[config.mk]
export PLATFORM = sky130hd
export DESIGN_NAME = paddle_sprite_gen
export DESIGN_NICKNAME = d
export VERILOG_FILES = /design/src/rtl/paddle_sprite_gen.sv
export SDC_FILE = /design/constraint.sdc
export NUM_CORES = 1
export LEC_CHECK = 0
export BUFFER_PORTS_ARGS = -buffer_cell sky130_fd_sc_hd__clkbuf_2
export CORE_ASPECT_RATIO = 1.1
export CORE_UTILIZATION = 50
export CTS_CLUSTER_DIAMETER = 80
export DETAILED_ROUTE_END_ITERATION = 8
export HOLD_SLACK_MARGIN = 0.08
export PLACE_DENSITY = 0.7
export SLEW_MARGIN = 20
export SYNTH_ARGS = -nofsm -noshare
export SYNTH_HDL_FRONTEND = slang
export SYNTH_SLANG_ARGS = --single-unit
[constraint.sdc]
create_clock -name clk -period 11.11 [get_ports clk]
set_clock_uncertainty 0.05 [all_clocks]
set_input_delay 1.111 -clock clk [delete_from_list [all_inputs] [get_ports clk]]
set_output_delay 1.111 -clock clk [all_outputs]
set_load 0.01 [all_outputs]
[src/rtl/paddle_sprite_gen.sv]
// Pipelined paddle sprite renderer: frame-latched position, 2-cycle color path.
// Define PADDLE_FLASH_EN to build the hit-flash border animation.
module paddle_sprite_gen #(
  parameter int          PAD_W        = 101,
  parameter int          PAD_H        = 75,
  parameter int          BORDER       = 4,
  parameter logic [2:0]  COLOR_EDGE   = 3'h2,
  parameter logic [2:0]  COLOR_FILL   = 3'h5,
  parameter logic [2:0]  COLOR_FLASH  = 3'h7,
  parameter int          FLASH_FRAMES = 8
) (
  input  logic        clk,
  input  logic        rst,
  input  logic        frame_start,
  input  logic [15:0] x_loc,
  input  logic [15:0] y_loc,
  input  logic        pix_valid,
  input  logic [15:0] pixel_x,
  input  logic [15:0] pixel_y,
  input  logic        hit,
  output logic        color_valid,
  output logic [2:0]  color,
  output logic        flashing
);

  localparam logic signed [16:0] DX_MAX = 17'(PAD_W - 1);
  localparam logic signed [16:0] DY_MAX = 17'(PAD_H - 1);
  localparam logic [15:0]        W_M1   = 16'(PAD_W - 1);
  localparam logic [15:0]        H_M1   = 16'(PAD_H - 1);
  localparam logic [15:0]        BRD    = 16'(BORDER);
  localparam logic [15:0]        BRD_M1 = 16'(BORDER - 1);

  function automatic logic [2:0] pix_color(input logic [15:0] dx, input logic [15:0] dy,
                                           input logic parity, input logic flash_on);
    logic [15:0] dist_x;
    logic [15:0] dist_y;
    logic        is_border;
    logic        is_cut;
    dist_x    = (dx <= W_M1 - dx) ? dx : W_M1 - dx;
    dist_y    = (dy <= H_M1 - dy) ? dy : H_M1 - dy;
    is_border = (dist_x < BRD) || (dist_y < BRD);
    is_cut    = (dist_x < BRD) && (dist_y < BRD) && (dist_x + dist_y < BRD_M1);
    if (is_cut)
      pix_color = 3'h0;
    else if (is_border)
      pix_color = flash_on ? COLOR_FLASH : COLOR_EDGE;
    else
      pix_color = parity ? COLOR_FILL : 3'h0;
  endfunction

  logic [15:0] x_q, y_q;
  logic [15:0] x_cur, y_cur;

  always_ff @(posedge clk or posedge rst) begin
    if (rst) begin
      x_q <= '0;
      y_q <= '0;
    end else if (frame_start) begin
      x_q <= x_loc;
      y_q <= y_loc;
    end
  end

  // A pixel arriving with frame_start already sees the new position
  assign x_cur = frame_start ? x_loc : x_q;
  assign y_cur = frame_start ? y_loc : y_q;

  logic flash_on;

`ifdef PADDLE_FLASH_EN
  typedef enum logic {IDLE = 1'b0, FLASH = 1'b1} state_t;
  localparam logic [7:0] CNT_LOAD = 8'(FLASH_FRAMES);

  state_t     state, state_nx;
  logic [7:0] cnt, cnt_nx;

  always_ff @(posedge clk or posedge rst) begin
    if (rst) begin
      state <= IDLE;
      cnt   <= '0;
    end else begin
      state <= state_nx;
      cnt   <= cnt_nx;
    end
  end

  // A hit always reloads, taking priority over a coincident frame decrement
  always_comb begin
    state_nx = state;
    cnt_nx   = cnt;
    case (state)
      IDLE: begin
        if (hit) begin
          state_nx = FLASH;
          cnt_nx   = CNT_LOAD;
        end
      end
      FLASH: begin
        if (hit) begin
          cnt_nx = CNT_LOAD;
        end else if (frame_start) begin
          if (cnt == 8'd1) state_nx = IDLE;
          cnt_nx = cnt - 8'd1;
        end
      end
      default: state_nx = IDLE;
    endcase
  end

  always_comb begin
    flashing = 1'b0;
    flash_on = 1'b0;
    if (state == FLASH) begin
      flashing = 1'b1;
      flash_on = cnt[0];
    end
  end
`else
  logic unused_hit;
  assign unused_hit = hit;
  assign flashing   = 1'b0;
  assign flash_on   = 1'b0;
`endif

  // Stage 0 -> 1: offsets from paddle origin and box test
  logic signed [16:0] dx_p0, dy_p0;
  logic               in_box_p0, parity_p0;

  assign dx_p0     = $signed({1'b0, pixel_x}) - $signed({1'b0, x_cur});
  assign dy_p0     = $signed({1'b0, pixel_y}) - $signed({1'b0, y_cur});
  assign in_box_p0 = !dx_p0[16] && !dy_p0[16] && (dx_p0 <= DX_MAX) && (dy_p0 <= DY_MAX);
  assign parity_p0 = pixel_x[0] ~^ pixel_y[0];

  logic [15:0] dx_p1, dy_p1;
  logic        in_box_p1, parity_p1, vld_p1;

  always_ff @(posedge clk) begin
    dx_p1     <= dx_p0[15:0];
    dy_p1     <= dy_p0[15:0];
    in_box_p1 <= in_box_p0;
    parity_p1 <= parity_p0;
  end

  always_ff @(posedge clk or posedge rst) begin
    if (rst) vld_p1 <= 1'b0;
    else     vld_p1 <= pix_valid;
  end

  // Stage 1 -> 2: color lookup, flash state sampled alongside the pixel
  logic [2:0] color_p2;
  logic       vld_p2;

  always_ff @(posedge clk or posedge rst) begin
    if (rst) begin
      color_p2 <= 3'h0;
      vld_p2   <= 1'b0;
    end else begin
      vld_p2   <= vld_p1;
      color_p2 <= (vld_p1 && in_box_p1) ? pix_color(dx_p1, dy_p1, parity_p1, flash_on) : 3'h0;
    end
  end

  assign color       = color_p2;
  assign color_valid = vld_p2;

endmodule

==> out/metrics.cfg <==
[hold_path]
hp-start=parity_p1$_DFF_P_
hold_depth=2
hp-class=flop to flop
min_to=color[0]$_DFF_PP0_

[layout]
num_antenna_cells=0
final_layout_size_suffix_gt1_share_pct=16.0
fin_cells=936
area_growth_pct=13.6
fin_util_pct=59.1
final_cell_mix=76 x inv_1, 71 x clkbuf_2, 63 x ha_1
finalInstanceArea_um2=6890
fin_nets=916
layout.cells.most_common=inv_1

[yosys]
syn_inst=714
syn_avg_cell_area_um2=8.49
syn_area_um2=6060
synthArstFlopShare_pct=51.4
synth_nets=849
synth-seq-cells=70
yosys_warnings=0
ys_types=85
synth_ff_type=dfrtp_1
synth-seq-area-share_pct=26.1
synth_edf_count=0

[drt]
drtIter0Drc=301
viasPerCell=5.69
via_count=5323
firstDrtPassIters=4
route.detailed.drc=0
drt-wirelength-per-cell_um=16.2
wirelength_mm=15.2
ant_nets=0

[critical_path]
cp-start-kind=flop
worstPathRequired_ns=11.25
worstSetupPathType=flop to flop
cp-end-kind=flop
rr_worst_depth=25
r2r_end=color[1]$_DFF_PP0_
r2r_slack_ns=4.66
r2r_start=dy_p1[0]$_DFF_P_
cp.arrival_ns=6.59
cp_max_fo=14

[cts]
post_cts_resize_count=0
cts_buffers=9
tritoncts=done
clkSinkCount=70
clk_latency_ns=0.33
hold_buffers=0
root_buffer=clkbuf_16
cts_setup_buffers=0
clk_pin_slew_ns=0.06
cts_max_level=3
clockBufferDepth=2

[pwr]
power.switching_w=0.000768
power_density_nw_per_um2=251
clock_power_share_pct=20.8
p_int_w=0.000963
combPwrFrac_pct=57.6
switching_share_pct=44.4
p_seq_share_pct=21.6
vdd_ir_drop_max_mv=0.142
p_leak_nw=3.25

[timing]
tns_ns=0
slew_headroom_pct=37.6
drv_slew=0
period_needed_ns=6.45
rsz0062_at_grt=false
finalHoldViolations=0
final.period_utilization_pct=58.0
worstMarginPinSlew_ns=0.923
timing.fmax_mhz=155
setup_violations=0

[die]
coreArea_um2=11600
die_h_um=117
ios=74
num_rows=41
dieWidth_um=107
die_area_um2=12600
initial_utilization_pct=52.1

[global_route]
antenna_found_initial=0
grt_pass1_wl_mm=25.5
grt_max_degree=37
first_global_vias=5368
grt_overflow=0
track_usage_pct=25.5

[placement]
io_buffers=71
dp_cells=920
placed_area_um2=6520
gp_congestion=0.914
dp_hpwl_mm=12.1

[run_status]
status=finished clean

[job]
drv_cap=0

[worst max-delay path, stage by stage, from the launching register on]
cell       delay [ns]
dfxtp_1          0.40
ha_1             0.26
o21a_1           0.21
nor3_1           0.31
o21bai_1         0.15
or3_1            0.33
ha_1             0.31
nor2_1           0.10
and3_1           0.17
a2111o_1         0.45
o21ai_1          0.27
and2_1           0.20
o21a_1           0.49
mux2i_1          0.59
ha_1             0.34
a21o_1           0.15
a21oi_1          0.21
nor2b_1          0.07
o21ai_0          0.17
nand2b_1         0.14
nand2_1          0.12
o2bb2ai_2        0.08
a31oi_1          0.21
xnor2_1          0.12
nor4b_2          0.26
a41oi_1          0.15
[final cells by class]
class,count,area [um2]
clock inverter,5,129
tap,150,188
clock buffer,11,243
inverter,76,285
sequential,70,1580
fill,1061,4760
timing repair buffer,73,370
multi-input combinational,551,4090
[power groups by stage]
stage / sequential, W / clock (W) / combinational [W]
finish: 0.000373 / 0.000360 / 0.000998
global route: 0.000380 / 0.000377 / 0.00110
CTS: 0.000371 / 0.000367 / 0.000987
detailed placement: 0.000376 / 0 / 0.000978
global placement: 0.000373 / 0 / 0.000962
floorplan: 0.000342 / 0 / 0.000793
[routing by layer]
metal  part of all wire [%]  track usage, %  vias up
li1                       -               -     2710
met1                     47            33.2     2481
met2                     47            42.3      106
met3                    3.1            3.99       26
met4                    2.7            9.33        0
met5                      0               0        -
[worst max-delay path by stage]
stage,from,to,slack (ns),cells after the start
6_report,dy_p1[0]$_DFF_P_,color[1]$_DFF_PP0_,4.66,25
5_1_grt,dx_p1[0]$_DFF_P_,color[1]$_DFF_PP0_,4.02,25
4_1_cts,dx_p1[0]$_DFF_P_,color[1]$_DFF_PP0_,4.76,25
3_5_place_dp,dy_p1[0]$_DFF_P_,color[1]$_DFF_PP0_,4.79,25
3_3_place_gp,dx_p1[0]$_DFF_P_,color[1]$_DFF_PP0_,4.86,25
2_1_floorplan,dx_p1[0]$_DFF_P_,color[1]$_DFF_PP0_,5.61,26
[sequential cells by signal, indices dropped and copies added (netlist names)]
| register | cells |
|---|---|
| color | 2 |
| y_q | 16 |
| parity_p1 | 1 |
| dy_p1 | 16 |
| vld_p1 | 1 |
| dx_p1 | 16 |
| in_box_p1 | 1 |
| color_valid | 1 |
| x_q | 16 |
[cell usage after synthesis (6+ instances only)]
master | instances | area (um2)
inv_1 | 76 | 285
ha_1 | 63 | 788
nor2_1 | 50 | 188
nand2_1 | 45 | 169
dfrtp_1 | 36 | 901
a21oi_1 | 35 | 175
mux2i_1 | 35 | 350
dfxtp_1 | 34 | 681
o21ai_0 | 32 | 160
xnor2_1 | 26 | 228
nand3_1 | 17 | 85.1
nor3_1 | 17 | 85.1
a21o_1 | 15 | 113
mux2_2 | 15 | 169
o21ai_1 | 15 | 75.1
xor2_1 | 13 | 114
nor4_1 | 12 | 75.1
or3_1 | 10 | 62.6
nor2b_1 | 9 | 56.3
o21bai_1 | 9 | 67.6
clkbuf_1 | 8 | 30.0
a211oi_1 | 7 | 52.6
o211ai_1 | 7 | 52.6
o31ai_1 | 7 | 52.6
and3_1 | 6 | 37.5
nor3b_1 | 6 | 45.0
[stage by stage]
step / worst slack, ns / hold WS, ns / total power [W]
after CTS: 4.76 / 0.398 / 0.00173
final: 4.66 / 0.402 / 0.00173
after floorplan: 5.61 / 0.325 / 0.00113
after global routing: 4.02 / 0.412 / 0.00185
after detailed placement: 4.79 / 0.388 / 0.00135
after global placement: 4.86 / 0.379 / 0.00133
[kinds of logic after synthesis]
kind of cell	share of synthesized area (%)
compound gates	20.6
fa+ha+maj	14.0
simple gates	18.2
flops	26.1
other cells	0.0618
xor+xnor	5.90
mux	8.75
buf+inv	6.44
No activity file was read; power rests on OpenSTA's default activity.
